### config.mk
export PLATFORM = sky130hd
export DESIGN_NAME = tlb_miss_walker
export DESIGN_NICKNAME = d
export VERILOG_FILES = /design/src/rtl/tlb_miss_walker_pkg.sv /design/src/rtl/tlb_miss_walker.sv
export SDC_FILE = /design/constraint.sdc
export NUM_CORES = 1
export LEC_CHECK = 0
export BUFFER_PORTS_ARGS = -buffer_cell sky130_fd_sc_hd__buf_2
export CAP_MARGIN = 25
export CORE_MARGIN = 2
export CORE_UTILIZATION = 30
export DETAILED_ROUTE_END_ITERATION = 8
export HOLD_SLACK_MARGIN = 0.12
export PLACE_DENSITY_LB_ADDON = 0.3
export SYNTH_ARGS = -nofsm -noshare
export SYNTH_HDL_FRONTEND = slang
export SYNTH_SLANG_ARGS = --single-unit
### constraint.sdc
create_clock -name clock -period 2.6 [get_ports clock]
set_input_delay 0.52 -clock clock [delete_from_list [all_inputs] [get_ports clock]]
set_output_delay 0.52 -clock clock [all_outputs]
set_load 0.01 [all_outputs]
### src/rtl/tlb_miss_walker_pkg.sv
// Shared types and constants for the TLB miss page-table walker.
// tlb_req_info_t is the same fill payload the TLB already consumes.
package tlb_miss_walker_pkg;

    localparam int TLB_VA_W        = 32;
    localparam int TLB_PA_W        = 20;
    localparam int TLB_PAGE_OFFSET = 12;
    localparam int TLB_THR_W       = 2;
    localparam int TLB_PPN_W       = TLB_PA_W - TLB_PAGE_OFFSET;

    // Physical byte address of the single-level page table (4-byte entries, indexed by VPN).
    localparam logic [TLB_PA_W-1:0] TLB_PT_BASE = 20'h08000;

    // PTE field positions inside the 32-bit memory word.
    localparam int PTE_VALID_BIT = 31;
    localparam int PTE_WRITE_BIT = 30;

    typedef struct packed {
        logic [TLB_VA_W-1:0] virt_addr;
        logic [TLB_PA_W-1:0] phy_addr;
    } tlb_req_info_t;

    typedef struct packed {
        logic                 valid;
        logic                 write;
        logic [TLB_PPN_W-1:0] ppn;
    } pte_t;

    typedef enum logic [2:0] {
        ST_IDLE,
        ST_REQ,
        ST_WAIT,
        ST_FILL,
        ST_FAULT
    } walker_state_t;

endpackage

### src/rtl/tlb_miss_walker.sv
// Single-level hardware page-table walker feeding the TLB fill port.
// Accepts one miss at a time, reads its PTE, then either fills the TLB or
// raises a page fault for one cycle before returning to idle.
module tlb_miss_walker
    import tlb_miss_walker_pkg::*;
#(
    parameter int                  VA_WIDTH    = TLB_VA_W,
    parameter int                  PA_WIDTH    = TLB_PA_W,
    parameter int                  PAGE_OFFSET = TLB_PAGE_OFFSET,
    parameter int                  THR_W       = TLB_THR_W,
    parameter logic [PA_WIDTH-1:0] PT_BASE     = TLB_PT_BASE
) (
    input  logic                clock,
    input  logic                reset,

    input  logic                miss_valid,
    input  logic [THR_W-1:0]    miss_thread_id,
    input  logic [VA_WIDTH-1:0] miss_virt_addr,
    output logic                miss_ready,

    output logic                mem_req_valid,
    output logic [PA_WIDTH-1:0] mem_req_addr,
    input  logic                mem_req_ready,
    input  logic                mem_rsp_valid,
    input  logic [31:0]         mem_rsp_data,

    output logic                new_tlb_entry,
    output logic [THR_W-1:0]    new_tlb_thread_id,
    output tlb_req_info_t       new_tlb_info,
    output logic                new_tlb_write,
    output logic                page_fault,
    output logic [VA_WIDTH-1:0] fault_virt_addr
);

    localparam int PPN_W = PA_WIDTH - PAGE_OFFSET;
    localparam int VPN_W = VA_WIDTH - PAGE_OFFSET;

    walker_state_t       state_q;
    walker_state_t       state_d;

    logic [THR_W-1:0]    thr_q;
    logic [VA_WIDTH-1:0] va_q;
    logic                pte_write_q;
    logic [PPN_W-1:0]    pte_ppn_q;

    pte_t                rsp_pte;
    logic [VPN_W-1:0]    vpn;
    logic                unused_pte_bits;

    // Only valid, write and PPN are architecturally defined; the rest is ignored.
    assign rsp_pte.valid   = mem_rsp_data[PTE_VALID_BIT];
    assign rsp_pte.write   = mem_rsp_data[PTE_WRITE_BIT];
    assign rsp_pte.ppn     = mem_rsp_data[PPN_W-1:0];
    assign unused_pte_bits = ^mem_rsp_data[PTE_WRITE_BIT-1:PPN_W];

    // PTE address is derived from the captured VA, so it stays stable under backpressure.
    assign vpn          = va_q[VA_WIDTH-1:PAGE_OFFSET];
    assign mem_req_addr = PT_BASE + PA_WIDTH'({vpn, 2'b00});

    // Fill/fault payload comes straight from the capture registers and holds between strobes.
    assign new_tlb_thread_id = thr_q;
    assign new_tlb_write     = pte_write_q;
    assign fault_virt_addr   = va_q;
    assign new_tlb_info      = '{virt_addr: va_q,
                                 phy_addr:  {pte_ppn_q, va_q[PAGE_OFFSET-1:0]}};

    // State register; reset returns to idle, which also drops any in-flight response.
    always_ff @(posedge clock) begin
        if (!reset) begin
            state_q <= ST_IDLE;
        end else begin
            state_q <= state_d;
        end
    end

    // Next-state and strobe decode for the walk sequence.
    always_comb begin
        state_d       = state_q;
        miss_ready    = 1'b0;
        mem_req_valid = 1'b0;
        new_tlb_entry = 1'b0;
        page_fault    = 1'b0;
        case (state_q)
            ST_IDLE: begin
                miss_ready = 1'b1;
                if (miss_valid) begin
                    state_d = ST_REQ;
                end
            end
            ST_REQ: begin
                mem_req_valid = 1'b1;
                if (mem_req_ready) begin
                    state_d = ST_WAIT;
                end
            end
            ST_WAIT: begin
                if (mem_rsp_valid) begin
                    state_d = rsp_pte.valid ? ST_FILL : ST_FAULT;
                end
            end
            ST_FILL: begin
                new_tlb_entry = 1'b1;
                state_d       = ST_IDLE;
            end
            ST_FAULT: begin
                page_fault = 1'b1;
                state_d    = ST_IDLE;
            end
            default: begin
                state_d = ST_IDLE;
            end
        endcase
    end

    // Capture the miss on acceptance and the PTE fields when the response lands.
    always_ff @(posedge clock) begin
        if (!reset) begin
            thr_q       <= '0;
            va_q        <= '0;
            pte_write_q <= 1'b0;
            pte_ppn_q   <= '0;
        end else begin
            if (state_q == ST_IDLE && miss_valid) begin
                thr_q <= miss_thread_id;
                va_q  <= miss_virt_addr;
            end
            if (state_q == ST_WAIT && mem_rsp_valid) begin
                pte_write_q <= rsp_pte.write;
                pte_ppn_q   <= rsp_pte.ppn;
            end
        end
    end

    // A response colliding with the request handshake is a memory protocol violation.
    assert property (@(posedge clock) disable iff (!reset)
        !(state_q == ST_REQ && mem_req_ready && mem_rsp_valid));

endmodule
==> Word level (Yosys, flattened, before mapping) <==
Cells that the tools add are included.
{ "totals": {"out_inout_bits": 111, "elab_cells": 26, "input_bits": 71, "reg_bits": 46} }
{ "classes": {"add_sub_neg": 1, "mux": 9, "n_reduce_logical": 4, "eq_ne": 7} }
{ "op_table": {"columns": ["op", "count"], "rows": [
  ["16-bit by 20-bit adder with 20-bit output, first input constant", 1],
  ["3-bit two-way mux", 4],
  ["3-bit case mux with 3 select lines", 1],
  ["3-bit by 2-bit equality test with 1-bit output, second input constant", 2],
  ["2-bit inequality test, second input constant", 3],
  ["1-bit two-way mux", 4],
  ["3-bit by 1-bit equality test with 1-bit output, second input constant", 1],
  ["3-bit equality test, second input constant", 1],
  ["3-bit zero test", 1],
  ["3-bit AND reduction", 1],
  ["1-bit logical AND", 2]
]} }

==> Logic depth before layout (Yosys ltp) <==
Gate-level depths: netlist of run 1.
{ "logic_depth": {"word_depth": 3, "ltp_mapped": 6, "mapped_depth_nobuf": 3} }

==> Worst setup path before layout of run 1 <==
No wires, ideal clock.
{ "synth_timing": {"path_kind": "reg2out", "from": "register va_q[25], in the netlist fault_virt_addr[25]", "to": "output port mem_req_addr[19]", "setup_slack_ns": 1.107, "t_required_ns": 2.080, "stages_incl_launch_ff": 4, "path_buffers": 0, "arrival_time_ns": 0.973, "path_cell_list": "dfxtp_1 -> ha_1 -> nand3_1 -> xnor2_1"} }
{ "synth_between": {"elab_chain_len": 1} }
{ "synth_lines": {"columns": ["item", "line_no", "text"], "rows": [
  ["from (decl)", "tlb_miss_walker.sv:42", "logic [VA_WIDTH-1:0] va_q;"],
  ["from (signal assigned)", "tlb_miss_walker.sv:125", "va_q <= miss_virt_addr;"],
  ["16-bit by 20-bit adder with 20-bit output", "tlb_miss_walker.sv:58", "assign mem_req_addr = PT_BASE + PA_WIDTH'({vpn, 2'b00});"],
  ["to (decl)", "tlb_miss_walker.sv:22", "output logic [PA_WIDTH-1:0] mem_req_addr,"]
]} }
Every way passes these cells.

==> Final worst setup path of run 1 <==
Ends and elaborated chain as after synthesis.

==> results of run 1 <==
-- worst paths after layout --
kind                               startpoint                                end  slack, ns  cells past startpoint
min reg2reg         pte_ppn_q[5]$_SDFFE_PN0P_          pte_ppn_q[5]$_SDFFE_PN0P_       0.45                      2
max reg2reg           state_q[1]$_SDFFE_PN0P_  new_tlb_thread_id[1]$_SDFFE_PN0P_       1.20                      4
min                        miss_virt_addr[16]   fault_virt_addr[16]$_SDFFE_PN0P_       0.44                      3
max          fault_virt_addr[25]$_SDFFE_PN0P_                   mem_req_addr[19]       0.79                      4
-- flip-flops by register name, summed over array words and instances, names as in the netlist --
signal,cells
new_tlb_thread_id,2
pte_ppn_q,8
state_q,3
fault_virt_addr,32
new_tlb_write,1
-- cell usage after synthesis (2+ instances only) --
cell	n	share of area, %
sky130_fd_sc_hd__and3b_1	3	1.2
sky130_fd_sc_hd__buf_2	6	1.3
sky130_fd_sc_hd__buf_4	59	20
sky130_fd_sc_hd__buf_6	3	1.5
sky130_fd_sc_hd__clkbuf_1	11	1.8
sky130_fd_sc_hd__dfxtp_1	46	41
sky130_fd_sc_hd__nand2_1	44	7.3
sky130_fd_sc_hd__nand3_1	45	10
sky130_fd_sc_hd__nor3b_1	2	0.67
sky130_fd_sc_hd__o21ai_0	38	8.4
sky130_fd_sc_hd__o21ai_1	6	1.3
sky130_fd_sc_hd__xnor2_1	2	0.78
-- worst register-to-register path: stages (launching register included) --
cell,delay (ns)
sky130_fd_sc_hd__dfxtp_1,0.42
sky130_fd_sc_hd__nor4b_4,0.31
sky130_fd_sc_hd__buf_4,0.37
sky130_fd_sc_hd__nand3_1,0.15
sky130_fd_sc_hd__o21ai_0,0.09
-- through the flow --
stage | setup WS (ns) | hold WS (ns) | power (mW)
3_3_place_gp | 1.101 | 0.4336 | 1.126
6_report | 0.7937 | 0.4408 | 1.548
3_5_place_dp | 1.089 | 0.4402 | 1.130
4_1_cts | 0.7586 | 0.4253 | 1.588
2_1_floorplan | 1.107 | 0.4726 | 1.063
5_1_grt | 0.6417 | 0.4295 | 1.656
-- power by group through the flow --
stage,Combinational [mW],Clock (mW),Sequential [mW]
floorplan,0.242,0,0.821
detailed placement,0.321,0,0.809
global route,0.348,0.507,0.801
global placement,0.320,0,0.806
finish,0.316,0.441,0.791
CTS,0.321,0.474,0.793
-- cell families (layout without fill, tap and decap cells) --
logic type      after synthesis  count (layout)
other cells                   1               2
buf+inv                      81             170
flops                        46              46
compound gates               45              45
xor+xnor                      3               3
fa+ha+maj                     1               1
simple gates                102             102
-- metal layers --
layer  up-vias  wire length, µm  global-route usage (%)
met5         -                0                       0
met4         0               16                   4.615
met3         3              410                   3.506
met2        86             2199                   19.09
met1       861             2042                   11.99
li1       1039                -                       -
-- layout make-up --
cell class                 instances  share of cell area [%]
tap                               99                   4.500
timing repair buffer             161                   30.09
clock inverter                     1                  0.1818
clock buffer                       7                   3.136
multi-input combinational        153                   28.50
sequential                        46                   33.45
inverter                           1                  0.1364
==> impl_results.html, run 1 <==
<table>
<tr><th>Metric</th><th>Value</th></tr>
<tr><th colspan="2">Place</th></tr>
<tr><td>Total of buffers placed on input and output ports</td><td>157</td></tr>
<tr><td>Placed Area</td><td>0.002661 mm²</td></tr>
<tr><td>Placed insts</td><td>460</td></tr>
<tr><td>Routability-driven placement congestion ratio</td><td>0.7118</td></tr>
<tr><td>HPWL after detailed placement</td><td>3382 µm</td></tr>
<tr><th colspan="2">Logic synthesis</th></tr>
<tr><td>Unique masters post-synth</td><td>26</td></tr>
<tr><td>Post-Synthesis Mean Instance Area</td><td>8.072 µm²</td></tr>
<tr><td>Mux share of post-synthesis cell area</td><td>0%</td></tr>
<tr><td>Xor and xnor fraction of the mapped netlist area</td><td>1.167%</td></tr>
<tr><td>Ys flop type</td><td>sky130_fd_sc_hd__dfxtp_1</td></tr>
<tr><td>Dominant combinational cell family by area after synthesis</td><td>buffers and inverters</td></tr>
<tr><td>Post-synthesis compound-gate area fraction</td><td>10.06%</td></tr>
<tr><td>Flops &amp; latches, synth</td><td>46</td></tr>
<tr><td>Mapped cell area</td><td>0.002252 mm²</td></tr>
<tr><td>Number of enable flip-flop cells after synthesis</td><td>0</td></tr>
<tr><td>Synthesized-area fraction occupied by adder cells</td><td>0.5556%</td></tr>
<tr><td>Simple logic cell fraction of the synthesized area</td><td>22.44%</td></tr>
<tr><td>Portion of the post-synthesis area used by sequential elements</td><td>40.89%</td></tr>
<tr><td>Synthesis Warnings</td><td>0</td></tr>
<tr><td>Number of instances in the synthesized netlist</td><td>279</td></tr>
<tr><td>Synth async-reset ratio</td><td>0%</td></tr>
<tr><th colspan="2">Drt</th></tr>
<tr><td>Via count normalized by instance count</td><td>4.250</td></tr>
<tr><td>Post-DRT Antenna Nets</td><td>0</td></tr>
<tr><td>Iter 0 DRT Violations</td><td>52</td></tr>
<tr><td>Number of remaining DRC errors</td><td>0</td></tr>
<tr><td>First drt pass iteration count</td><td>4</td></tr>
<tr><td>Vias after detailed routing</td><td>1989</td></tr>
<tr><td>Routed len/inst</td><td>9.976 µm</td></tr>
<tr><td>Total length of routed wires</td><td>4669 µm</td></tr>
<tr><th colspan="2">Layout</th></tr>
<tr><td>Area used by multi-input combinational logic</td><td>784.5 µm²</td></tr>
<tr><td>Register area</td><td>920.9 µm²</td></tr>
<tr><td>Most frequent standard cell in the layout excluding fill and tap cells</td><td>sky130_fd_sc_hd__buf_2</td></tr>
<tr><td>Number of filler cells placed in the layout</td><td>763</td></tr>
<tr><td>Fraction of final layout cells sized beyond drive strength 1</td><td>46.07%</td></tr>
<tr><td>Design Area, Final</td><td>0.002753 mm²</td></tr>
<tr><td>Post-layout net count</td><td>440</td></tr>
<tr><td>Synthesis-to-finish area growth</td><td>22.22%</td></tr>
<tr><td>Post-layout util</td><td>37.95%</td></tr>
<tr><td>Leading cell types in the layout, fill and taps excluded</td><td>sky130_fd_sc_hd__buf_2, sky130_fd_sc_hd__dfxtp_1, sky130_fd_sc_hd__nand3_1</td></tr>
<tr><td>Final std cells w/o fill</td><td>468</td></tr>
<tr><td>Number of antenna repair diodes</td><td>0</td></tr>
<tr><th colspan="2">Pwr</th></tr>
<tr><td>Part of the power in the clock network</td><td>28.5%</td></tr>
<tr><td>Part of the power in combinational logic</td><td>20.4%</td></tr>
<tr><td>Worst vdd rail ir drop</td><td>243.0 µV</td></tr>
<tr><td>Proportion of power drawn by flip-flops and latches</td><td>51.1%</td></tr>
<tr><td>Switching power total</td><td>0.4443 mW</td></tr>
<tr><td>PD cells</td><td>562.4 mW/mm²</td></tr>
<tr><td>Leak pwr</td><td>1.426 nW</td></tr>
<tr><td>Internal power</td><td>1.104 mW</td></tr>
<tr><td>Switching Share</td><td>28.70%</td></tr>
<tr><th colspan="2">Worst hold path</th></tr>
<tr><td>Worst min path class</td><td>in -&gt; reg</td></tr>
<tr><th colspan="2">GRT</th></tr>
<tr><td>Antenna violations before repair</td><td>0</td></tr>
<tr><td>Wire length of the first global-routing pass</td><td>7486 µm</td></tr>
<tr><td>GR Util All Layers</td><td>10.87%</td></tr>
<tr><td>Largest net degree at the start of global routing</td><td>90</td></tr>
<tr><td>Number of global-route vias before repair</td><td>1690</td></tr>
<tr><td>GRT overflow</td><td>0</td></tr>
<tr><th colspan="2">Floorplanning</th></tr>
<tr><td>Number of top-level pins</td><td>182</td></tr>
<tr><td>Die Outline Area</td><td>0.008217 mm²</td></tr>
<tr><td>Floorplan row count</td><td>31</td></tr>
<tr><td>Initial core utilization</td><td>31.05%</td></tr>
<tr><td>Area inside the core boundary</td><td>0.007253 mm²</td></tr>
<tr><td>Die W</td><td>90.65 µm</td></tr>
<tr><td>Vertical die dimension</td><td>90.65 µm</td></tr>
<tr><th colspan="2">Timing</th></tr>
<tr><td>Fin Clk Skew</td><td>0.003660 ns</td></tr>
<tr><td>Final hold violation count</td><td>0</td></tr>
<tr><td>Final-report setup violation count</td><td>0</td></tr>
<tr><td>Final sum of negative setup slack</td><td>0 ns</td></tr>
<tr><td>Max frequency</td><td>0.5536 GHz</td></tr>
<tr><td>Shortest period the worst path allows</td><td>1.806 ns</td></tr>
<tr><td>Fraction of the cycle the final worst path needs</td><td>69.47%</td></tr>
<tr><td>RSZ-0062 raised after global routing</td><td>false</td></tr>
<tr><td>Number of pins with negative max-slew slack in the final report</td><td>0</td></tr>
<tr><th colspan="2">Critical path</th></tr>
<tr><td>Kind of cell adding the most delay to the critical path</td><td>flip-flops</td></tr>
<tr><td>Critical-path top delay cell</td><td>sky130_fd_sc_hd__dfxtp_1</td></tr>
<tr><td>Ordered cell list for the critical path</td><td>ha_1 -&gt; nand3_1 -&gt; xnor2_1 -&gt; buf_2</td></tr>
<tr><td>Startpoint type of the worst setup path</td><td>flip-flop</td></tr>
<tr><td>Type of element capturing the critical path</td><td>primary output</td></tr>
<tr><td>Worst path bufs/invs</td><td>1</td></tr>
<tr><td>Crit-path max FO</td><td>6</td></tr>
<tr><td>Category of the critical setup timing path</td><td>reg -&gt; out</td></tr>
<tr><td>Arr. time, crit path</td><td>1.29 ns</td></tr>
<tr><td>Worst EP required</td><td>2.08 ns</td></tr>
<tr><td>Slowest cell delay on critical path</td><td>0.41 ns</td></tr>
<tr><th colspan="2">Clocking</th></tr>
<tr><td>Maximum level of the CTS H-tree</td><td>2</td></tr>
<tr><td>Quantity of hold-fixing buffers added after cts</td><td>0</td></tr>
<tr><td>Clock buffer depth</td><td>2</td></tr>
<tr><td>Clock Tree Root</td><td>sky130_fd_sc_hd__clkbuf_8</td></tr>
<tr><td>Clock-pin slew reported for the worst setup and hold paths after clock tree synthesis</td><td>0.08 ns</td></tr>
<tr><td>Number of buffers added for setup after CTS</td><td>0</td></tr>
<tr><td>Clk_lat worst skew</td><td>0.29 ns</td></tr>
<tr><td>Number of clock sinks</td><td>46</td></tr>
<tr><td>CTS resizes</td><td>0</td></tr>
<tr><td>TritonCTS clock tree</td><td>done</td></tr>
<tr><td>TritonCTS buffer count</td><td>5</td></tr>
<tr><th colspan="2">Status</th></tr>
<tr><td>Run status</td><td>complete, no violations</td></tr>
<tr><th colspan="2">Flow run</th></tr>
<tr><td>Number of max-capacitance violations reported</td><td>0</td></tr>
</table>
(Power assumes the default switching activity.)
==> run 2, diff against run 1 <==
Settings changed: ABC_AREA from default to 1.
Clock period 2.6 ns to 1.8 ns, I/O delays scaled along.
==> run 2 against run 1 <==
Final cell count up 5.8%; clock skew shrank 0.0012 ns; synthesized area up 2.1%; sequential cell count unchanged; worst hold slack lost 0.13 ns; register-to-register slack lost 0.85 ns.
==> impl_results.html, run 2 <==
<table>
<tr><th>Metric</th><th>Value</th></tr>
<tr><th colspan="2">Timing</th></tr>
<tr><td>Final-report setup violation count</td><td>0 (unchanged)</td></tr>
<tr><td>Fraction of the cycle the final worst path needs</td><td>92.83%</td></tr>
<tr><td>Final hold violation count</td><td>0 (unchanged)</td></tr>
<tr><td>Worst hold slack after final layout</td><td>0.3058 ns (was 0.4408 ns)</td></tr>
<tr><td>Fin worst setup slack</td><td>0.1291 ns (was 0.7937 ns)</td></tr>
<tr><td>Relative slew slack</td><td>63.07%</td></tr>
<tr><td>Fin Clk Skew</td><td>0.002442 ns (was 0.003660 ns)</td></tr>
<tr><td>Shortest period the worst path allows</td><td>1.671 ns</td></tr>
<tr><td>Worst Max-Slew Pin Slew</td><td>0.5532 ns</td></tr>
<tr><td>Final sum of negative setup slack</td><td>0 ns (unchanged)</td></tr>
<tr><td>Max frequency</td><td>0.5985 GHz</td></tr>
<tr><td>RSZ-0062 raised after global routing</td><td>false (unchanged)</td></tr>
<tr><td>Number of pins with negative max-slew slack in the final report</td><td>0 (unchanged)</td></tr>
<tr><th colspan="2">Clocking</th></tr>
<tr><td>Clock Tree Root</td><td>sky130_fd_sc_hd__clkbuf_8 (unchanged)</td></tr>
<tr><td>Maximum level of the CTS H-tree</td><td>2 (unchanged)</td></tr>
<tr><td>Clock-pin slew reported for the worst setup and hold paths after clock tree synthesis</td><td>0.08 ns (about the same)</td></tr>
<tr><td>Number of buffers added for setup after CTS</td><td>0 (unchanged)</td></tr>
<tr><td>Clock buffer depth</td><td>2 (unchanged)</td></tr>
<tr><td>Quantity of hold-fixing buffers added after cts</td><td>0 (unchanged)</td></tr>
<tr><td>TritonCTS buffer count</td><td>5 (unchanged)</td></tr>
<tr><td>TritonCTS clock tree</td><td>done (unchanged)</td></tr>
<tr><td>Number of clock sinks</td><td>46 (unchanged)</td></tr>
<tr><td>Clk_lat worst skew</td><td>0.29 ns (about the same)</td></tr>
<tr><th colspan="2">Drt</th></tr>
<tr><td>Total length of routed wires</td><td>5834 µm (was 4669 µm)</td></tr>
<tr><td>Iter 0 DRT Violations</td><td>46 (was 52)</td></tr>
<tr><td>Routed len/inst</td><td>11.79 µm (was 9.976 µm)</td></tr>
<tr><td>Number of remaining DRC errors</td><td>0 (unchanged)</td></tr>
<tr><td>Via count normalized by instance count</td><td>4.487 (was 4.250)</td></tr>
<tr><td>Post-DRT Antenna Nets</td><td>0 (unchanged)</td></tr>
<tr><td>First drt pass iteration count</td><td>4 (unchanged)</td></tr>
<tr><td>Vias after detailed routing</td><td>2221 (was 1989)</td></tr>
<tr><th colspan="2">Worst hold path</th></tr>
<tr><td>Worst min path class</td><td>in -&gt; reg (unchanged)</td></tr>
<tr><td>Hold worst-path end</td><td>state_q[0]$_SDFFE_PN0P_ (was fault_virt_addr[16]$_SDFFE_PN0P_)</td></tr>
<tr><td>WHS Path Cells</td><td>3 (unchanged)</td></tr>
<tr><td>Source of the worst hold timing path</td><td>reset (was miss_virt_addr[16])</td></tr>
<tr><th colspan="2">Critical path</th></tr>
<tr><td>Category of the critical setup timing path</td><td>reg -&gt; out (unchanged)</td></tr>
<tr><td>Type of element capturing the critical path</td><td>primary output (unchanged)</td></tr>
<tr><td>Reg-to-reg startpoint</td><td>state_q[1]$_SDFFE_PN0P_ (unchanged)</td></tr>
<tr><td>Register-to-register setup slack</td><td>0.35 ns (was 1.20 ns)</td></tr>
<tr><td>Critical-path top delay cell</td><td>sky130_fd_sc_hd__dfxtp_1 (unchanged)</td></tr>
<tr><td>Crit-path max FO</td><td>11 (was 6)</td></tr>
<tr><td>Slowest cell delay on critical path</td><td>0.36 ns (was 0.41 ns)</td></tr>
<tr><td>Startpoint type of the worst setup path</td><td>flip-flop (unchanged)</td></tr>
<tr><td>Arr. time, crit path</td><td>1.31 ns (was 1.29 ns)</td></tr>
<tr><td>Worst EP required</td><td>1.44 ns (was 2.08 ns)</td></tr>
<tr><td>Worst-case reg-to-reg path depth</td><td>6 (was 4)</td></tr>
<tr><td>Ordered cell list for the critical path</td><td>nor2_2 -&gt; inv_2 -&gt; nor2_8 -&gt; buf_2 (was ha_1 -&gt; nand3_1 -&gt; xnor2_1 -&gt; buf_2)</td></tr>
<tr><td>R2r endpoint</td><td>fault_virt_addr[0]$_SDFFE_PN0P_ (was new_tlb_thread_id[1]$_SDFFE_PN0P_)</td></tr>
<tr><th colspan="2">Layout</th></tr>
<tr><td>Design Area, Final</td><td>0.002829 mm² (was 0.002753 mm²)</td></tr>
<tr><td>Leading cell types in the layout, fill and taps excluded</td><td>sky130_fd_sc_hd__buf_2, sky130_fd_sc_hd__nand2_1, sky130_fd_sc_hd__nand3_1 (was sky130_fd_sc_hd__buf_2, sky130_fd_sc_hd__dfxtp_1, sky130_fd_sc_hd__nand3_1)</td></tr>
<tr><td>Synthesis-to-finish area growth</td><td>23.08% (was 22.22%)</td></tr>
<tr><td>Post-layout util</td><td>38.59% (was 37.95%)</td></tr>
<tr><td>Most frequent standard cell in the layout excluding fill and tap cells</td><td>sky130_fd_sc_hd__buf_2 (unchanged)</td></tr>
<tr><td>Post-layout net count</td><td>467 (was 440)</td></tr>
<tr><td>Number of antenna repair diodes</td><td>0 (unchanged)</td></tr>
<tr><td>Final std cells w/o fill</td><td>495 (was 468)</td></tr>
<tr><td>Fraction of final layout cells sized beyond drive strength 1</td><td>44.95% (was 46.07%)</td></tr>
<tr><td>Largest register FFs</td><td>32 (unchanged)</td></tr>
<tr><th colspan="2">Place</th></tr>
<tr><td>Placed Area</td><td>0.002724 mm² (was 0.002661 mm²)</td></tr>
<tr><td>Worst Setup Slack post-DPL</td><td>0.2877 ns (was 1.089 ns)</td></tr>
<tr><td>Total of buffers placed on input and output ports</td><td>157 (unchanged)</td></tr>
<tr><td>Routability-driven placement congestion ratio</td><td>0.7534 (was 0.7118)</td></tr>
<tr><td>HPWL after detailed placement</td><td>4187 µm (was 3382 µm)</td></tr>
<tr><td>Placed insts</td><td>486 (was 460)</td></tr>
<tr><th colspan="2">GRT</th></tr>
<tr><td>Number of global-route vias before repair</td><td>1873 (was 1690)</td></tr>
<tr><td>Wire length of the first global-routing pass</td><td>8818 µm (was 7486 µm)</td></tr>
<tr><td>GRT overflow</td><td>0 (unchanged)</td></tr>
<tr><td>Antenna violations before repair</td><td>0 (unchanged)</td></tr>
<tr><td>GR Util All Layers</td><td>12.83% (was 10.87%)</td></tr>
<tr><td>Largest net degree at the start of global routing</td><td>35 (was 90)</td></tr>
<tr><th colspan="2">Pwr</th></tr>
<tr><td>Worst vdd rail ir drop</td><td>508.6 µV (was 243.0 µV)</td></tr>
<tr><td>Leak pwr</td><td>1.506 nW (was 1.426 nW)</td></tr>
<tr><td>Total power draw</td><td>3.787 mW (was 1.548 mW)</td></tr>
<tr><td>PD cells</td><td>1339 mW/mm² (was 562.4 mW/mm²)</td></tr>
<tr><th colspan="2">Status</th></tr>
<tr><td>Run status</td><td>complete, no violations (unchanged)</td></tr>
<tr><th colspan="2">Logic synthesis</th></tr>
<tr><td>Unique masters post-synth</td><td>22 (was 26)</td></tr>
<tr><td>Synth async-reset ratio</td><td>0% (unchanged)</td></tr>
<tr><td>Synthesis Warnings</td><td>0 (unchanged)</td></tr>
<tr><td>Biggest area contributors in the synthesized netlist</td><td>sky130_fd_sc_hd__dfxtp_1, sky130_fd_sc_hd__buf_4, sky130_fd_sc_hd__nand3_1 (unchanged)</td></tr>
<tr><td>Post-Synthesis Mean Instance Area</td><td>7.687 µm² (was 8.072 µm²)</td></tr>
<tr><td>Flops &amp; latches, synth</td><td>46 (unchanged)</td></tr>
<tr><td>Area share of the largest cell type after synthesis</td><td>40.07% (was 40.89%)</td></tr>
<tr><td>Number of enable flip-flop cells after synthesis</td><td>0 (unchanged)</td></tr>
<tr><td>Ys flop type</td><td>sky130_fd_sc_hd__dfxtp_1 (unchanged)</td></tr>
<tr><td>Portion of the post-synthesis area used by sequential elements</td><td>40.07% (was 40.89%)</td></tr>
<tr><td>Most area-hungry cell type in the Yosys netlist</td><td>sky130_fd_sc_hd__dfxtp_1 (unchanged)</td></tr>
<tr><td>Number of instances in the synthesized netlist</td><td>299 (was 279)</td></tr>
<tr><td>Commonest cells post-synth</td><td>sky130_fd_sc_hd__buf_4, sky130_fd_sc_hd__nand2_1, sky130_fd_sc_hd__nand3_1 (was sky130_fd_sc_hd__buf_4, sky130_fd_sc_hd__dfxtp_1, sky130_fd_sc_hd__nand3_1)</td></tr>
<tr><td>Most instantiated library cell after synthesis</td><td>sky130_fd_sc_hd__buf_4 (unchanged)</td></tr>
<tr><td>Mapped cell area</td><td>0.002298 mm² (was 0.002252 mm²)</td></tr>
<tr><th colspan="2">Floorplanning</th></tr>
<tr><td>Initial core utilization</td><td>31.35% (was 31.05%)</td></tr>
<tr><td>Die Outline Area</td><td>0.008378 mm² (was 0.008217 mm²)</td></tr>
<tr><td>Floorplan row count</td><td>31 (unchanged)</td></tr>
<tr><td>Area inside the core boundary</td><td>0.007331 mm² (was 0.007253 mm²)</td></tr>
<tr><td>Die W</td><td>91.53 µm (was 90.65 µm)</td></tr>
<tr><td>Vertical die dimension</td><td>91.53 µm (was 90.65 µm)</td></tr>
<tr><td>Number of top-level pins</td><td>182 (unchanged)</td></tr>
<tr><th colspan="2">Flow run</th></tr>
<tr><td>Number of max-capacitance violations reported</td><td>0 (unchanged)</td></tr>
</table>
-- run 2: cell count changes after synthesis, moves of 6 or more --
cell / before / now
sky130_fd_sc_hd__a21oi_1: 0 / 43
sky130_fd_sc_hd__o21ai_0: 38 / 1
sky130_fd_sc_hd__nor2_1: 1 / 12
sky130_fd_sc_hd__nand2_1: 44 / 52
sky130_fd_sc_hd__buf_4: 59 / 65
sky130_fd_sc_hd__inv_1: 1 / 7
sky130_fd_sc_hd__o21ai_1: 6 / 0
-- run 2: area by class of cell --
| cell class | count | area [µm²] |
|---|---|---|
| fillers | 785 | 4502 |
| repair buffers | 163 | 830.8 |
| inverters | 9 | 33.78 |
| flip-flops and latches | 46 | 923.4 |
| multi-input cells | 170 | 825.8 |
| clock buffers | 7 | 86.33 |
| clock inverters | 1 | 5.005 |
| well taps | 99 | 123.9 |
-- run 2: repair_timing --
item                                   CTS  global route
resized for setup                        0             2
endpoints found under the hold margin    0             0
setup endpoints to repair                0             2
-- run 2: kinds of logic after synthesis --
family / after synthesis / synth area share [%]
compound gates: 44 / 9.581
xor+xnor: 3 / 1.143
simple gates: 119 / 23.84
flops: 46 / 40.07
fa+ha+maj: 1 / 0.5443
buf+inv: 85 / 24.66
other cells: 1 / 0.1632
-- run 2: how the worst max path moves through the flow --
| stage | start | cells past startpoint | to |
|---|---|---|---|
| 6_report | state_q[1]$_SDFFE_PN0P_ | 4 | miss_ready |
| 5_1_grt | fault_virt_addr[26]$_SDFFE_PN0P_ | 4 | mem_req_addr[19] |
| 3_5_place_dp | state_q[0]$_SDFFE_PN0P_ | 6 | fault_virt_addr[0]$_SDFFE_PN0P_ |
| 2_1_floorplan | fault_virt_addr[25]$_SDFFE_PN0P_ | 3 | mem_req_addr[19] |
| 4_1_cts | state_q[0]$_SDFFE_PN0P_ | 4 | miss_ready |
| 3_3_place_gp | state_q[0]$_SDFFE_PN0P_ | 6 | fault_virt_addr[3]$_SDFFE_PN0P_ |
-- run 2: report_power, final --
group	internal [mW]	switching [mW]
Combinational	0.667	1.07
Clock	0.310	0.340
Sequential	1.22	0.185
Total	2.19	1.59
-- run 2: worst max-delay path: cells and delay by family, from the launching register on --
kind,cells,cell delay (ns)
and+or+nand+nor,2,0.38
DFF,1,0.36
buffers and inverters,2,0.28
-- run 2: layer usage --
layer / wire length [µm] / vias to the layer above / global-route usage, %
li1: - / 1106 / -
met1: 2503 / 1009 / 15.06
met2: 2718 / 98 / 22.00
met3: 551 / 8 / 4.315
met4: 59 / 0 / 3.914
met5: 0 / - / 0
==> run 3, diff against run 2 <==
Settings changed: REMOVE_ABC_BUFFERS from default to 1.
==> run 3 against run 2 <==
Global-route usage up 0.23 points; non-clock buffer count up 4; final cell count increased by 0.61%; worst hold slack gained 0.0027 ns; sequential power barely moved; first-iteration DRC count increased by 22%; final area rose by 1.9%; largest cell class unchanged; highest routed layer unchanged.
==> impl_results.html, run 3 (synthesized netlist as in run 2, its figures left out) <==
<table>
<tr><th>Metric</th><th>Value</th></tr>
<tr><th colspan="2">Status</th></tr>
<tr><td>Run status</td><td>complete, no violations (unchanged)</td></tr>
<tr><th colspan="2">Critical path</th></tr>
<tr><td>Ordered cell list for the critical path</td><td>ha_1 -&gt; nand3_1 -&gt; xnor2_1 -&gt; buf_2 (was nor2_2 -&gt; inv_2 -&gt; nor2_8 -&gt; buf_2)</td></tr>
<tr><td>Worst path bufs/invs</td><td>1 (was 2)</td></tr>
<tr><td>Type of element capturing the critical path</td><td>primary output (unchanged)</td></tr>
<tr><td>Category of the critical setup timing path</td><td>reg -&gt; out (unchanged)</td></tr>
<tr><td>Slowest cell delay on critical path</td><td>0.40 ns (was 0.36 ns)</td></tr>
<tr><td>Startpoint type of the worst setup path</td><td>flip-flop (unchanged)</td></tr>
<tr><td>Crit-path max FO</td><td>5 (was 11)</td></tr>
<tr><td>Worst EP required</td><td>1.44 ns (about the same)</td></tr>
<tr><td>Critical-path top delay cell</td><td>sky130_fd_sc_hd__dfxtp_1 (unchanged)</td></tr>
<tr><td>Kind of cell adding the most delay to the critical path</td><td>flip-flops (was simple AND/OR/NAND/NOR gates)</td></tr>
<tr><td>Arr. time, crit path</td><td>1.27 ns (was 1.31 ns)</td></tr>
<tr><th colspan="2">Pwr</th></tr>
<tr><td>Switching Share</td><td>40.17% (was 42.05%)</td></tr>
<tr><td>PD cells</td><td>1381 mW/mm² (was 1339 mW/mm²)</td></tr>
<tr><td>Switching power total</td><td>1.599 mW (was 1.592 mW)</td></tr>
<tr><td>Proportion of power drawn by flip-flops and latches</td><td>35.2% (was 37.0%)</td></tr>
<tr><td>Part of the power in the clock network</td><td>19.3% (was 17.2%)</td></tr>
<tr><td>Leak pwr</td><td>1.527 nW (was 1.506 nW)</td></tr>
<tr><td>Part of the power in combinational logic</td><td>45.5% (was 45.8%)</td></tr>
<tr><td>Internal power</td><td>2.381 mW (was 2.194 mW)</td></tr>
<tr><td>Worst vdd rail ir drop</td><td>374.0 µV (was 508.6 µV)</td></tr>
<tr><th colspan="2">Place</th></tr>
<tr><td>HPWL after detailed placement</td><td>4266 µm (was 4187 µm)</td></tr>
<tr><td>Placed Area</td><td>0.002736 mm² (was 0.002724 mm²)</td></tr>
<tr><td>Routability-driven placement congestion ratio</td><td>0.7293 (was 0.7534)</td></tr>
<tr><td>Total of buffers placed on input and output ports</td><td>157 (unchanged)</td></tr>
<tr><td>Worst Setup Slack post-DPL</td><td>0.3118 ns (was 0.2877 ns)</td></tr>
<tr><th colspan="2">Drt</th></tr>
<tr><td>Post-DRT Antenna Nets</td><td>0 (unchanged)</td></tr>
<tr><td>Routed len/inst</td><td>11.56 µm (was 11.79 µm)</td></tr>
<tr><td>Number of remaining DRC errors</td><td>0 (unchanged)</td></tr>
<tr><td>Total length of routed wires</td><td>5757 µm (was 5834 µm)</td></tr>
<tr><td>Vias after detailed routing</td><td>2148 (was 2221)</td></tr>
<tr><td>First drt pass iteration count</td><td>4 (unchanged)</td></tr>
<tr><td>Via count normalized by instance count</td><td>4.313 (was 4.487)</td></tr>
<tr><td>Iter 0 DRT Violations</td><td>56 (was 46)</td></tr>
<tr><th colspan="2">Timing</th></tr>
<tr><td>Final-report setup violation count</td><td>0 (unchanged)</td></tr>
<tr><td>Fin worst setup slack</td><td>0.1737 ns (was 0.1291 ns)</td></tr>
<tr><td>RSZ-0062 raised after global routing</td><td>false (unchanged)</td></tr>
<tr><td>Final hold violation count</td><td>0 (unchanged)</td></tr>
<tr><td>Final sum of negative setup slack</td><td>0 ns (unchanged)</td></tr>
<tr><td>Fraction of the cycle the final worst path needs</td><td>90.35% (was 92.83%)</td></tr>
<tr><td>Max frequency</td><td>0.6149 GHz (was 0.5985 GHz)</td></tr>
<tr><td>Shortest period the worst path allows</td><td>1.626 ns (was 1.671 ns)</td></tr>
<tr><td>Fin Clk Skew</td><td>0.004399 ns (was 0.002442 ns)</td></tr>
<tr><td>Number of pins with negative max-slew slack in the final report</td><td>0 (unchanged)</td></tr>
<tr><th colspan="2">Layout</th></tr>
<tr><td>Leading cell types in the layout, fill and taps excluded</td><td>sky130_fd_sc_hd__buf_2, sky130_fd_sc_hd__nand2_1, sky130_fd_sc_hd__nand3_1 (unchanged)</td></tr>
<tr><td>Number of antenna repair diodes</td><td>0 (unchanged)</td></tr>
<tr><td>Most frequent standard cell in the layout excluding fill and tap cells</td><td>sky130_fd_sc_hd__buf_2 (unchanged)</td></tr>
<tr><td>Synthesis-to-finish area growth</td><td>25.37% (was 23.08%)</td></tr>
<tr><td>Post-layout net count</td><td>470 (was 467)</td></tr>
<tr><td>Number of filler cells placed in the layout</td><td>793 (was 785)</td></tr>
<tr><td>Largest register FFs</td><td>32 (unchanged)</td></tr>
<tr><td>Design Area, Final</td><td>0.002882 mm² (was 0.002829 mm²)</td></tr>
<tr><td>Fraction of final layout cells sized beyond drive strength 1</td><td>45.36% (was 44.95%)</td></tr>
<tr><th colspan="2">Floorplanning</th></tr>
<tr><td>Die W</td><td>91.53 µm (unchanged)</td></tr>
<tr><td>Number of top-level pins</td><td>182 (unchanged)</td></tr>
<tr><td>Area inside the core boundary</td><td>0.007331 mm² (unchanged)</td></tr>
<tr><td>Initial core utilization</td><td>31.35% (unchanged)</td></tr>
<tr><td>Vertical die dimension</td><td>91.53 µm (unchanged)</td></tr>
<tr><td>Die Outline Area</td><td>0.008378 mm² (unchanged)</td></tr>
<tr><td>Floorplan row count</td><td>31 (unchanged)</td></tr>
<tr><th colspan="2">Clocking</th></tr>
<tr><td>Maximum level of the CTS H-tree</td><td>2 (unchanged)</td></tr>
<tr><td>Clock Tree Root</td><td>sky130_fd_sc_hd__clkbuf_8 (unchanged)</td></tr>
<tr><td>Number of clock sinks</td><td>46 (unchanged)</td></tr>
<tr><td>Clk_lat worst skew</td><td>0.30 ns (was 0.29 ns)</td></tr>
<tr><td>Clock buffer depth</td><td>2 (unchanged)</td></tr>
<tr><td>TritonCTS clock tree</td><td>done (unchanged)</td></tr>
<tr><td>TritonCTS buffer count</td><td>5 (unchanged)</td></tr>
<tr><td>Quantity of hold-fixing buffers added after cts</td><td>0 (unchanged)</td></tr>
<tr><td>Clock-pin slew reported for the worst setup and hold paths after clock tree synthesis</td><td>0.09 ns (was 0.08 ns)</td></tr>
<tr><th colspan="2">Worst hold path</th></tr>
<tr><td>Worst min path class</td><td>in -&gt; reg (unchanged)</td></tr>
<tr><th colspan="2">GRT</th></tr>
<tr><td>Largest net degree at the start of global routing</td><td>35 (unchanged)</td></tr>
<tr><td>Wire length of the first global-routing pass</td><td>8852 µm (was 8818 µm)</td></tr>
<tr><td>GRT overflow</td><td>0 (unchanged)</td></tr>
<tr><td>Number of global-route vias before repair</td><td>1824 (was 1873)</td></tr>
<tr><td>GR Util All Layers</td><td>13.07% (was 12.83%)</td></tr>
<tr><td>Antenna violations before repair</td><td>0 (unchanged)</td></tr>
<tr><th colspan="2">Flow run</th></tr>
<tr><td>Number of max-capacitance violations reported</td><td>0 (unchanged)</td></tr>
</table>
[run 3: cell count changes in the layout (fill, tap and decap cells not counted)]
| cell | change |
|---|---|
| sky130_fd_sc_hd__nor2_4 | -1 |
| sky130_fd_sc_hd__buf_4 | +3 |
| sky130_fd_sc_hd__clkinvlp_4 | +2 |
| sky130_fd_sc_hd__buf_12 | +1 |
| sky130_fd_sc_hd__bufinv_16 | +1 |
| sky130_fd_sc_hd__clkbuf_1 | -1 |
| sky130_fd_sc_hd__dfxtp_1 | +1 |
| sky130_fd_sc_hd__clkbuf_8 | -1 |
| sky130_fd_sc_hd__dfxtp_2 | -1 |
| sky130_fd_sc_hd__clkinv_2 | -1 |
[run 3: cell type report]
class / count / area, µm² / area share [%]
Inverter: 9 / 33.78 / 1.172
Sequential cell: 46 / 922.1 / 32.00
Multi-Input combinational cell: 169 / 814.5 / 28.27
Timing Repair Buffer: 167 / 873.3 / 30.31
Clock inverter: 3 / 45.04 / 1.563
Clock buffer: 5 / 68.82 / 2.388
Tap cell: 99 / 123.9 / 4.299
[run 3: final timing paths]
| check | startpoint | endpoint | slack, ns | depth (start not counted) |
|---|---|---|---|---|
| min | reset | state_q[1]$_SDFFE_PN0P_ | 0.31 | 3 |
| min reg2reg | pte_ppn_q[2]$_SDFFE_PN0P_ | pte_ppn_q[2]$_SDFFE_PN0P_ | 0.46 | 2 |
| max | fault_virt_addr[26]$_SDFFE_PN0P_ | mem_req_addr[19] | 0.17 | 4 |
| max reg2reg | state_q[0]$_SDFFE_PN0P_ | new_tlb_thread_id[1]$_SDFFE_PN0P_ | 0.32 | 7 |
[run 3: power groups by stage]
stage,Sequential (mW),Combinational (mW),Clock [mW]
after global placement,1.42,1.73,0
after CTS,1.40,1.73,0.810
final,1.40,1.81,0.769
after detailed placement,1.43,1.73,0
after floorplan,1.63,0.734,0
after global routing,1.44,2.00,0.851
[run 3: per-stage QoR]
stage               std cells  hold slack, ns  utilization (%)  power, mW
floorplan                 224          0.4813                -      2.361
global placement          486          0.4458            37.33      3.145
detailed placement        486          0.4492            37.33      3.155
CTS                       494          0.2979            38.88      3.947
global route              498          0.2962            39.31      4.288
finish                    498          0.3085            39.31      3.980
[run 3: layer usage]
metal	vias up	global-route usage, %	part of all wire (%)
met5	-	0	0
met4	0	4.545	0.82
met3	2	2.988	6.6
met1	950	15.23	43
met2	84	23.28	50
li1	1112	-	-
[run 3: worst min-delay path, delay by kind of cell]
family        cells  cell delay [ns]
simple gates      2             0.09
buf+inv           1             0.11
[run 3: timing repair]
item / 4_1_cts / 5_1_grt
resized for setup: 0 / 1
setup buffers: 0 / 4
setup endpoints to repair: 0 / 2
endpoints found under the hold margin: 0 / 0
